[src/rtl/dff_bist_pkg.sv]
// Shared types and constants for the dff_syn self-test controller.
// Holds the FSM state encoding, the 8-bit LFSR definition and its step function.
package dff_bist_pkg;

   localparam int                LFSR_W       = 8;
   localparam logic [LFSR_W-1:0] LFSR_TAPS    = 8'hB8;
   localparam logic [LFSR_W-1:0] DEFAULT_SEED = 8'hA5;

   typedef enum logic [2:0] {
      ST_IDLE  = 3'd0,
      ST_INIT  = 3'd1,
      ST_RUN   = 3'd2,
      ST_DRAIN = 3'd3,
      ST_DONE  = 3'd4
   } bist_state_e;

   // Left shift, feedback is the XOR of bits 7,5,4,3 selected by the tap mask.
   function automatic logic [LFSR_W-1:0] lfsr_step(input logic [LFSR_W-1:0] cur);
      return {cur[LFSR_W-2:0], ^(cur & LFSR_TAPS)};
   endfunction

endpackage

[src/rtl/dff_bist_lfsr.sv]
// Stimulus LFSR for the flop self-test: loads a seed, advances one step per enabled cycle.
// Reset returns the register to the seed so the first test after reset matches a restarted one.
module bist_lfsr
   import dff_bist_pkg::*;
(
   input  logic              clk_i,
   input  logic              reset_i,
   input  logic              load_i,
   input  logic              advance_i,
   input  logic [LFSR_W-1:0] seed_i,
   output logic [LFSR_W-1:0] state_o
);

   logic [LFSR_W-1:0] lfsr_q;
   logic [LFSR_W-1:0] lfsr_d;

   always_comb begin
      lfsr_d = lfsr_q;
      if (load_i) begin
         lfsr_d = seed_i;
      end else if (advance_i) begin
         lfsr_d = lfsr_step(lfsr_q);
      end
   end

   always_ff @(posedge clk_i) begin
      if (reset_i) begin
         lfsr_q <= seed_i;
      end else begin
         lfsr_q <= lfsr_d;
      end
   end

   assign state_o = lfsr_q;

endmodule

[src/rtl/dff_bist_ctrl.sv]
// Self-test driver/checker for a dff_syn flop: LFSR stimulus, golden model compare, error count.
// Define DFF_BIST_ERRLOG_EN to add first-error capture ports (first_err_vld_o / first_err_idx_o).
//
// state    | meaning
// ---------+----------------------------------------------------------
// ST_IDLE  | waiting for start after reset
// ST_INIT  | one cycle holding the flop in reset, golden model cleared
// ST_RUN   | NUM_VECTORS stimulus cycles, each also checked
// ST_DRAIN | final check of the last vector's result
// ST_DONE  | results held until the next start or reset
module dff_bist_ctrl
   import dff_bist_pkg::*;
#(
   parameter int                NUM_VECTORS = 64,
   parameter logic [LFSR_W-1:0] SEED        = DEFAULT_SEED,
   parameter int                ERR_W       = 8,
   parameter int                IDX_W       = 16
) (
   input  logic             clk_i,
   input  logic             reset_i,
   input  logic             start_i,
   output logic             dut_reset_o,
   output logic             dut_d_o,
   output logic             dut_en_o,
   input  logic             dut_q_i,
   input  logic             dut_qb_i,
   output logic             busy_o,
   output logic             done_o,
   output logic             pass_o,
`ifdef DFF_BIST_ERRLOG_EN
   output logic             first_err_vld_o,
   output logic [IDX_W-1:0] first_err_idx_o,
`endif
   output logic [ERR_W-1:0] err_count_o
);

   localparam logic [IDX_W-1:0] LAST_IDX = IDX_W'(NUM_VECTORS - 1);

   bist_state_e       state_q, state_d;
   logic [IDX_W-1:0]  vec_idx_q, vec_idx_d;
   logic [ERR_W-1:0]  err_count_q, err_count_d;
   logic              exp_q_q, exp_q_d;
   logic [LFSR_W-1:0] lfsr_state;
   logic              start_ok;
   logic              check_en;
   logic              mismatch;

   assign start_ok = start_i && ((state_q == ST_IDLE) || (state_q == ST_DONE));

   bist_lfsr u_lfsr (
      .clk_i     (clk_i),
      .reset_i   (reset_i),
      .load_i    (start_ok),
      .advance_i (state_q == ST_RUN),
      .seed_i    (SEED),
      .state_o   (lfsr_state)
   );

   always_ff @(posedge clk_i) begin
      if (reset_i) begin
         state_q <= ST_IDLE;
      end else begin
         state_q <= state_d;
      end
   end

   always_comb begin
      state_d = state_q;
      case (state_q)
         ST_IDLE:  if (start_i) state_d = ST_INIT;
         ST_INIT:  state_d = ST_RUN;
         ST_RUN:   if (vec_idx_q == LAST_IDX) state_d = ST_DRAIN;
         ST_DRAIN: state_d = ST_DONE;
         ST_DONE:  if (start_i) state_d = ST_INIT;
         default:  state_d = ST_IDLE;
      endcase
   end

   always_comb begin
      busy_o      = 1'b0;
      done_o      = 1'b0;
      dut_reset_o = 1'b0;
      dut_d_o     = 1'b0;
      dut_en_o    = 1'b0;
      check_en    = 1'b0;
      case (state_q)
         ST_INIT: begin
            busy_o      = 1'b1;
            dut_reset_o = 1'b1;
         end
         ST_RUN: begin
            busy_o   = 1'b1;
            dut_d_o  = lfsr_state[0];
            dut_en_o = lfsr_state[1];
            check_en = 1'b1;
         end
         ST_DRAIN: begin
            busy_o   = 1'b1;
            check_en = 1'b1;
         end
         ST_DONE: done_o = 1'b1;
         default: ;
      endcase
   end

   // Case inequality so an X or Z from the flop is reported as a failure.
   assign mismatch = (dut_q_i !== exp_q_q) || (dut_qb_i !== ~exp_q_q);

   always_comb begin
      vec_idx_d   = vec_idx_q;
      err_count_d = err_count_q;
      exp_q_d     = exp_q_q;
      if (start_ok) begin
         vec_idx_d   = '0;
         err_count_d = '0;
         exp_q_d     = 1'b0;
      end else begin
         if (state_q == ST_INIT) begin
            exp_q_d = 1'b0;
         end
         if (state_q == ST_RUN) begin
            exp_q_d   = dut_en_o ? dut_d_o : exp_q_q;
            vec_idx_d = vec_idx_q + IDX_W'(1);
         end
         if (check_en && mismatch && (err_count_q != '1)) begin
            err_count_d = err_count_q + ERR_W'(1);
         end
      end
   end

   always_ff @(posedge clk_i) begin
      if (reset_i) begin
         vec_idx_q   <= '0;
         err_count_q <= '0;
         exp_q_q     <= 1'b0;
      end else begin
         vec_idx_q   <= vec_idx_d;
         err_count_q <= err_count_d;
         exp_q_q     <= exp_q_d;
      end
   end

   assign err_count_o = err_count_q;
   assign pass_o      = done_o && (err_count_q == '0);

`ifdef DFF_BIST_ERRLOG_EN
   // vec_idx_q equals the check index: 0 in the first RUN cycle, NUM_VECTORS in DRAIN.
   logic             first_err_vld_q, first_err_vld_d;
   logic [IDX_W-1:0] first_err_idx_q, first_err_idx_d;

   always_comb begin
      first_err_vld_d = first_err_vld_q;
      first_err_idx_d = first_err_idx_q;
      if (start_ok) begin
         first_err_vld_d = 1'b0;
         first_err_idx_d = '0;
      end else if (check_en && mismatch && !first_err_vld_q) begin
         first_err_vld_d = 1'b1;
         first_err_idx_d = vec_idx_q;
      end
   end

   always_ff @(posedge clk_i) begin
      if (reset_i) begin
         first_err_vld_q <= 1'b0;
         first_err_idx_q <= '0;
      end else begin
         first_err_vld_q <= first_err_vld_d;
         first_err_idx_q <= first_err_idx_d;
      end
   end

   assign first_err_vld_o = first_err_vld_q;
   assign first_err_idx_o = first_err_idx_q;
`endif

endmodule

[config.mk]
export PLATFORM = sky130hd
export DESIGN_NAME = dff_bist_ctrl
export DESIGN_NICKNAME = d
export VERILOG_FILES = /design/src/rtl/dff_bist_pkg.sv /design/src/rtl/dff_bist_lfsr.sv /design/src/rtl/dff_bist_ctrl.sv
export SDC_FILE = /design/constraint.sdc
export NUM_CORES = 1
export LEC_CHECK = 0
export ABC_CLOCK_PERIOD_IN_PS = 3750
export BUFFER_PORTS_ARGS = -buffer_cell sky130_fd_sc_hd__buf_2
export CAP_MARGIN = 20
export CORE_ASPECT_RATIO = 1.2
export CORE_UTILIZATION = 55
export DETAILED_ROUTE_END_ITERATION = 12
export GPL_ROUTABILITY_DRIVEN = 1
export PLACE_DENSITY = 0.72
export SYNTH_ARGS = -nofsm -noshare
export SYNTH_HDL_FRONTEND = slang
export SYNTH_HIERARCHICAL = 1
export SYNTH_SLANG_ARGS = --single-unit
[constraint.sdc]
create_clock -name clk_i -period 3.75 [get_ports clk_i]
set_input_delay 0.5625 -clock clk_i [delete_from_list [all_inputs] [get_ports clk_i]]
set_output_delay 0.5625 -clock clk_i [all_outputs]
set_load 0.01 [all_outputs]
== Word level (Yosys, flattened, before mapping) ==
Index checks and enable logic that the tools add are counted.

* Output and inout bits: 14
* Register bits: 36
* Input bits: 5

* Reductions and logical operators: 16
* Muxes and demuxes: 12
* Equal/unequal tests: 11
* Bitwise operators: 1
* $add $sub $neg: 2

{| class="wikitable"
|+ Operators by type and width
! kind !! number
|-
| 16-bit by 1-bit adder with 16-bit output (second input constant) || 1
|-
| 16-bit by 6-bit equality test with 1-bit output (second input constant) || 1
|-
| 3-bit one-hot mux with 4 select lines || 1
|-
| 1-bit two-way mux || 9
|-
| 8-bit by 1-bit adder with 8-bit output (second input constant) || 1
|-
| 8-bit zero test || 1
|-
| 8-bit != test (second input constant) || 1
|-
| 8-bit parity || 1
|-
| 3-bit by 2-bit equality test with 1-bit output (second input constant) || 2
|-
| 3-bit two-way mux || 2
|-
| 2-bit OR reduction || 3
|-
| 1-bit logical AND || 4
|-
| 2-bit != test (second input constant) || 2
|-
| 2-bit AND reduction || 2
|-
| 3-bit by 1-bit equality test with 1-bit output (second input constant) || 1
|-
| 3-bit equality test (second input constant) || 1
|-
| 3-bit zero test || 1
|-
| 3-bit OR reduction || 1
|-
| 1-bit logical OR || 2
|-
| 2-bit by 1-bit != test with 1-bit output (second input constant) || 1
|-
| 1-bit !== test || 2
|-
| 2-bit nonzero test || 1
|-
| 1-bit NOT || 1
|}

== Longest topological paths before layout ==
Gate-level depths: netlist of the first run.

* Depth in word-level cells: 5
* Gate-level depth with buffers: 6

== Modules after synthesis ==
The synthesis of the first run kept the hierarchy.

{| class="wikitable"
|+ Modules (own cells, without submodules)
! module !! instances !! area an instance (µm²) !! sequential area each (µm²) !! cells an instance
|-
| dff_bist_ctrl || 1 || 1436.4 || 560.5 || 175
|-
| bist_lfsr || 1 || 372.9 || 240.2 || 22
|}

== Least setup slack after synthesis of the first run ==
No wires, ideal clock.

* Path kind: reg2reg
* Start point: register state_q[1]
* End point: register vec_idx_q[15]
* Arrival: 2019 ps
* Data required time: 3680 ps
* Library setup time: 70 ps
* Period minus slack after synthesis: 2090 ps
* Cell stages (with the launch flop): 7
* Path buffers: 2
* Path slack: 1660 ps
* Cell sequence: dfxtp_1 -> or3b_1 -> buf_2 -> or3_1 -> buf_2 -> or4_1 -> a21oi_1

* Cells in the longest elaborated chain, start to end: 4
* Elaborated cells between the ends (all ways): 6

{| class="wikitable"
|+ RTL lines
! what !! line !! text
|-
| start, declared || dff_bist_ctrl.sv:39 || <nowiki>bist_state_e state_q, state_d;</nowiki>
|-
| start signal, assigned || dff_bist_ctrl.sv:63 || <nowiki>state_q <= state_d;</nowiki>
|-
| 3-bit equality test / 3-bit zero test (equally long branches) || dff_bist_ctrl.sv:48 || <nowiki>assign start_ok = start_i && ((state_q == ST_IDLE) || (state_q == ST_DONE));</nowiki>
|-
| 1-bit logical OR || dff_bist_ctrl.sv:48 ||
|-
| 1-bit logical AND || dff_bist_ctrl.sv:48 ||
|-
| 2-bit OR reduction (no source line) || n/a ||
|-
| end signal, assigned || dff_bist_ctrl.sv:137 || <nowiki>vec_idx_q <= vec_idx_d;</nowiki>
|-
| end, declared || dff_bist_ctrl.sv:40 || <nowiki>logic [IDX_W-1:0] vec_idx_q, vec_idx_d;</nowiki>
|}

Several ways; a longest one is shown, not always the timed one.
A chain may end at the register's enable or synchronous reset.

== Worst setup path in the final report of the first run ==
* Start point: register state_q[1]
* End point: output port dut_d_o

* Cells in the longest elaborated chain, start to end: 2

{| class="wikitable"
|+ RTL lines
! what !! line !! text
|-
| 3-bit by 2-bit equality test with 1-bit output || dff_bist_ctrl.sv:86 || <nowiki>case (state_q)</nowiki>
|-
| 1-bit two-way mux || dff_bist_ctrl.sv:86 ||
|-
| end, declared || dff_bist_ctrl.sv:23 || <nowiki>output logic dut_d_o,</nowiki>
|}

No other way between the ends.

==> results of run 1 <==
-- area by class of cell --
cell class                 instances  area [µm²]  area share, %
clock inverter                     1       7.507         0.3752
multi-input combinational        154       979.7          48.97
sequential                        36       800.8          40.02
tap                               36       45.04          2.251
clock buffer                       7       55.05          2.752
inverter                           6       22.52          1.126
timing repair buffer              18       90.09          4.503
-- routing by layer --
metal / share of wire, % / vias to the layer above / global-route usage (%)
met4: 2.3 / 0 / 11.22
met1: 41 / 729 / 28.51
li1: - / 768 / -
met2: 53 / 27 / 41.16
met3: 3.6 / 8 / 6.808
met5: 0 / - / 0
-- worst register-to-register path, stage by stage, from the launching register on --
cell	delay [ps]
dfxtp_1	470
or3b_1	520
or4_4	620
or4_1	430
a21oi_1	150
-- metrics by stage --
step / instance area (µm²) / worst slack (ps)
after floorplan: 1832 / 1660
after global placement: 1938 / 1529
after detailed placement: 1938 / 1382
after CTS: 2001 / 1354
after global routing: 2001 / 1234
final: 2001 / 1371
-- registers in the layout (all words and copies together) (netlist names) --
signal          count
state_q             3
err_count_o         8
exp_q_q             1
u_lfsr/state_o      8
vec_idx_q          16
-- synth_stat cells, types with 2 or more instances --
cell type,number
a211oi_1,2
a21oi_1,15
a31oi_1,2
and2_1,4
buf_2,2
clkbuf_1,5
conb_1,2
dfxtp_1,28
edfxtp_1,8
ha_1,3
inv_1,5
mux2_2,7
nand2_1,15
nand2b_1,3
nand3_1,7
nand4_1,4
nor2_1,15
nor3_1,6
nor3b_1,3
nor4_1,5
nor4b_1,2
o211ai_1,3
o21ai_0,4
o31ai_1,5
o41ai_1,2
or2_2,2
or3_1,7
or4_1,6
xnor2_1,10
xor2_1,2
-- final timing paths --
path                               startpoint            end  slack [ps]  cells past startpoint
worst max-delay path               state_q[1]        dut_d_o        1370                      4
worst max register to register     state_q[1]  vec_idx_q[14]        1500                      4
worst min register to register  vec_idx_q[15]  vec_idx_q[15]         510                      2
worst min-delay path                  reset_i     state_q[1]         500                      2
-- power by group --
part | leakage [nW] | switching, mW | internal, mW
logic | 0.353 | 0.0468 | 0.0354
clock network | 0.0315 | 0.130 | 0.0918
registers | 0.307 | 0.0125 | 0.417
-- cell families after synthesis --
logic type	count (synthesis)	synth area share [%]
AO/OA/AOI/OAI	34	11.62
adder cells (fa/ha/maj)	3	2.075
AND/OR/NAND/NOR	89	28.08
flip-flops	36	44.26
XOR/XNOR	12	5.809
buffers and inverters	13	2.835
multiplexers	8	4.910
other	2	0.4151
==> flow_summary.ini, run 1 <==
[setup_path]
worstPathArrival_ps = 1820
endpoint_kind = output pin
slowest_delay_ps = 520
path_buf_inv = 2
crit_family = simple AND/OR/NAND/NOR gates
cp_cell_sequence = or3b_1 > clkinv_1 > and2_1 > buf_2
path_max_fanout = 10
crit_path_start_kind = flop
worstPathRequired_ps = 3190
path_class = reg -> out
cpMaxStageDelayCell = or3b_1

[cts]
cts_resized = 0
clk_pin_slew_worst_paths_ps = 110
cts-buffers-inserted = 5
h-tree-depth = 2
clockBufferDepth = 2
post_cts_buffers = 0
cts_tree = done
clock_latency_ps = 350
cts.sinks = 36
cts_hold_buffers = 0
cts-root-buf = clkbuf_4

[sta]
rsz0062_at_grt = false
slew_violations = 0
finalCritPeriodShare_pct = 63.44
holdWs_ps = 498.9
fin_tns_setup_ps = 0
finalClockSkew_ps = 15.53
finalHoldViolCount = 0
worst_slew_pin_slew_ps = 775.5
min_period_ps = 2379
maxSlewHeadroom_pct = 47.82
clock.fmax_mhz = 420.4
setup_viol = 0

[place]
port-buffer-count = 18
gp_congestion = 0.8016
hpwl_um = 2727
placedCellCount = 250

[synth]
synth_top_cell_area_share_pct = 30.98
synth_area_leader_cell = dfxtp_1
yosys_most_used_dff = dfxtp_1
synth_area_leaders = dfxtp_1 31%, edfxtp_1 13%, xnor2_1 4.8%, mux2_2 4.4%, a21oi_1 4.1%
ys_ff_latch = 36
yosysSeqAreaShare_pct = 44.26
syn_area_per_cell_um2 = 9.184
yosysWarningCount = 6
syn-cell-area_um2 = 1809
synthCells = 197
ys_types = 43
synthArstFlopShare_pct = 0
synth-edff-count = 8

[pwr]
p_leak_nw = 0.6909
p_total_uw = 734.1
power_density_nw_per_um2 = 366.9
ir_drop_mv = 0.2825

[grt]
grt-ovfl-total = 0
grt_max_degree = 24
antenna_found_initial = 0
grt_pass1_vias = 1474
grt_pass1_wl_um = 6320
track_usage_pct = 24.80

[cells_and_area]
finalNetCount = 229
area_delta_synth_final_pct = 10.58
num_antenna_cells = 0
final_cell_mix = 28 x dfxtp_1, 18 x buf_2, 15 x nor2_1, 15 x nand2_1, 15 x a21oi_1
fillers = 282
final_common_cell = dfxtp_1
final_util_pct = 64.89
drive_gt1_share_pct = 17.12
stdcell_count = 258

[job]
max-cap-violations = 0

[die]
coreArea_um2 = 3083
rows = 22
die_h_um = 64.83
die_x_um = 54.36
die_area_um2 = 3524
pin_count = 19
start_util_pct = 58.69

[route]
wl_per_cell_um = 14.37
first_pass_iters = 5
drc = 0
wirelength_um = 3708
via_per_inst = 5.938
drtAntennaViolNets = 0
drt-initial-drc-count = 28
num_vias = 1532

[outcome]
status = completed

[min_path]
min_path_type = in -> reg
No activity file was read; power rests on OpenSTA's default activity.
==> run 2, diff against run 1 <==
Settings changed: ABC_AREA set to 1, ABC_CLOCK_PERIOD_IN_PS 3750 to 2200.
Clock period 3.75 ns to 2.2 ns, I/O delays scaled along.
==> run 2 against run 1 <==
The flow now finishes with violations (design-rule violations); non-clock buffer count stayed put; critical path depth is 1 lower; sequential power is 76% higher; die area is 12% higher; global-route usage is 2.0 points lower; core utilization is 2.6 points higher; setup slack worse by 890 ps; register-to-register slack worse by 880 ps; critical endpoint is now dut_reset_o; via count is 17% higher; count of clock-buffer cells in the layout is 2 lower.
==> flow_summary.ini, run 2 <==
[route]
via_per_inst = 5.000
first_pass_iters = 8
drc = 2
top_layer = met4
drtAntennaViolNets = 0
wl_per_cell_um = 10.97
met1_length_um = 1699
drt-initial-drc-count = 70
wl_met3_um = 137
wirelength_um = 3916
wl_met2_um = 1989
num_vias = 1785

[synth]
synthCells = 291
syn-cell-area_um2 = 2039
yosysWarningCount = 6
synth_area_leaders = dfxtp_1 27%, nand2_1 14%, edfxtp_1 12%, nor2_1 9.0%, inv_1 6.8%
synth_top_cell_area_share_pct = 27.48
yosysMostFrequentCell = nand2_1
synth-edff-count = 8
synth_compound_area_share_pct = 7.791
synth-xor-area-share_pct = 1.718
synthAdderAreaFrac_pct = 1.840
yosysSeqAreaShare_pct = 39.26
synth_top_family_by_area = simple AND/OR/NAND/NOR gates
syn_area_per_cell_um2 = 7.008
yosys_most_used_dff = dfxtp_1
ys_ff_latch = 36
synth_simple_gate_area_share_pct = 37.55
synthMuxAreaShare_pct = 2.393
ys_types = 34
synth_area_leader_cell = dfxtp_1
synthArstFlopShare_pct = 0
synthTopCellsByCount = 74 x nand2_1, 49 x nor2_1, 37 x inv_1

[setup_path]
crit_path_start_kind = flop
worstPathArrival_ps = 1390
worstPathRequired_ps = 1870
endpoint_kind = output pin
path_max_fanout = 4
path_class = reg -> out

[cts]
clk_pin_slew_worst_paths_ps = 70
clockBufferDepth = 2
post_cts_buffers = 0
clock_latency_ps = 290
cts_hold_buffers = 0
h-tree-depth = 2
cts_resized = 0
cts-root-buf = clkbuf_8
cts_tree = done
cts-buffers-inserted = 5
cts.sinks = 36

[grt]
antenna_found_initial = 0
grt-ovfl-total = 0
grt_pass1_vias = 1635
grt_max_degree = 14
grt_pass1_wl_um = 6741
track_usage_pct = 22.80

[pwr]
switching_share_pct = 24.27
p_int_mw = 1.382
power_density_nw_per_um2 = 783.2
p_leak_nw = 1.012
power_frac_comb_pct = 14.0
seqPwrFrac_pct = 41.5
ir_drop_mv = 0.4495
p_total_mw = 1.825
p_clk_share_pct = 44.5
switchingPower_uw = 442.9

[die]
coreArea_um2 = 3453
die_h_um = 68.71
pin_count = 19
die_area_um2 = 3957
start_util_pct = 59.06
die_x_um = 57.59
rows = 23

[sta]
min_period_ps = 1720
finalHoldViolCount = 0
holdWs_ps = 322.8
slew_violations = 0
finalCritPeriodShare_pct = 78.18
setup_ws_ps = 480.0
setup_viol = 0
finalClockSkew_ps = 5.069
fin_tns_setup_ps = 0
rsz0062_at_grt = false
clock.fmax_mhz = 581.4

[cells_and_area]
final_util_pct = 67.46
seq_area_um2 = 800.8
final_cell_mix = 74 x nand2_1, 49 x nor2_1, 37 x inv_1, 28 x dfxtp_1
largest_reg_flops = 16
area_delta_synth_final_pct = 14.23
multi_input_area_um2 = 1076
num_antenna_cells = 0
final_common_cell = nand2_1
fillers = 299
finalNetCount = 327
top_register = vec_idx_q
drive_gt1_share_pct = 15.00

[outcome]
status = finished with violations
violations = design-rule violations

[place]
gp_congestion = 0.8664
hpwl_um = 2891
post-place-ws_ps = 609.5
port-buffer-count = 18

[min_path]
min_path_type = in -> reg

[job]
max-cap-violations = 0
## run 2: changes by cell type after synthesis, moves of 5 or more
cell      before  now
nand2_1       15   74
inv_1          5   37
nand4_1        4    9
or4_1          6    0
nor2_1        15   49
nand3_1        7   13
clkbuf_1       5    0
o31ai_1        5    0
or3_1          7    0
xnor2_1       10    1
## run 2: power by group through the flow
| stage | Combinational [mW] | Sequential [mW] | Clock, mW |
|---|---|---|---|
| 3_3_place_gp | 0.255 | 0.772 | 0 |
| 3_5_place_dp | 0.258 | 0.773 | 0 |
| 6_report | 0.256 | 0.758 | 0.811 |
| 5_1_grt | 0.292 | 0.765 | 0.857 |
| 2_1_floorplan | 0.205 | 0.768 | 0 |
| 4_1_cts | 0.259 | 0.758 | 0.825 |
## run 2: worst paths after layout
path,start,end,slack (ps),cells after the start
setup / recovery,state_q[0],dut_reset_o,480,3
hold / removal,reset_i,state_q[1],320,2
setup reg to reg,state_q[1],u_lfsr/state_o[2],620,5
hold reg to reg,vec_idx_q[5],vec_idx_q[5],490,2
## run 2: kinds of logic after synthesis
group | count (synthesis)
and+or+nand+nor | 168
buffers and inverters | 45
DFF | 36
AOI/OAI and AO/OA | 29
xor gates and xnor gates | 4
muxes | 4
adders and majority gates | 3
other | 2
## run 2: final cells by class
type,count,share of cell area (%)
repair buffers,18,3.867
multi-input cells,216,46.19
clock inverters,3,3.867
well taps,37,1.987
inverters,42,6.767
flip-flops and latches,36,34.37
clock buffers,5,2.954
## run 2: worst max-delay path, stage by stage, from the launching register on
cell	delay (ps)
dfxtp_1	390
inv_1	110
nor3_1	380
buf_2	220
## run 2: stage by stage
step	cell area, µm²	std cells
final	2330	357
after global routing	2330	357
after floorplan	2062	297
after global placement	2171	349
after detailed placement	2171	349
after CTS	2330	357
## run 2: routing by layer
layer,GRT usage [%],up-vias
met2,42.30,27
met5,0,-
met1,24.42,779
li1,-,971
met4,12.80,0
met3,4.291,8
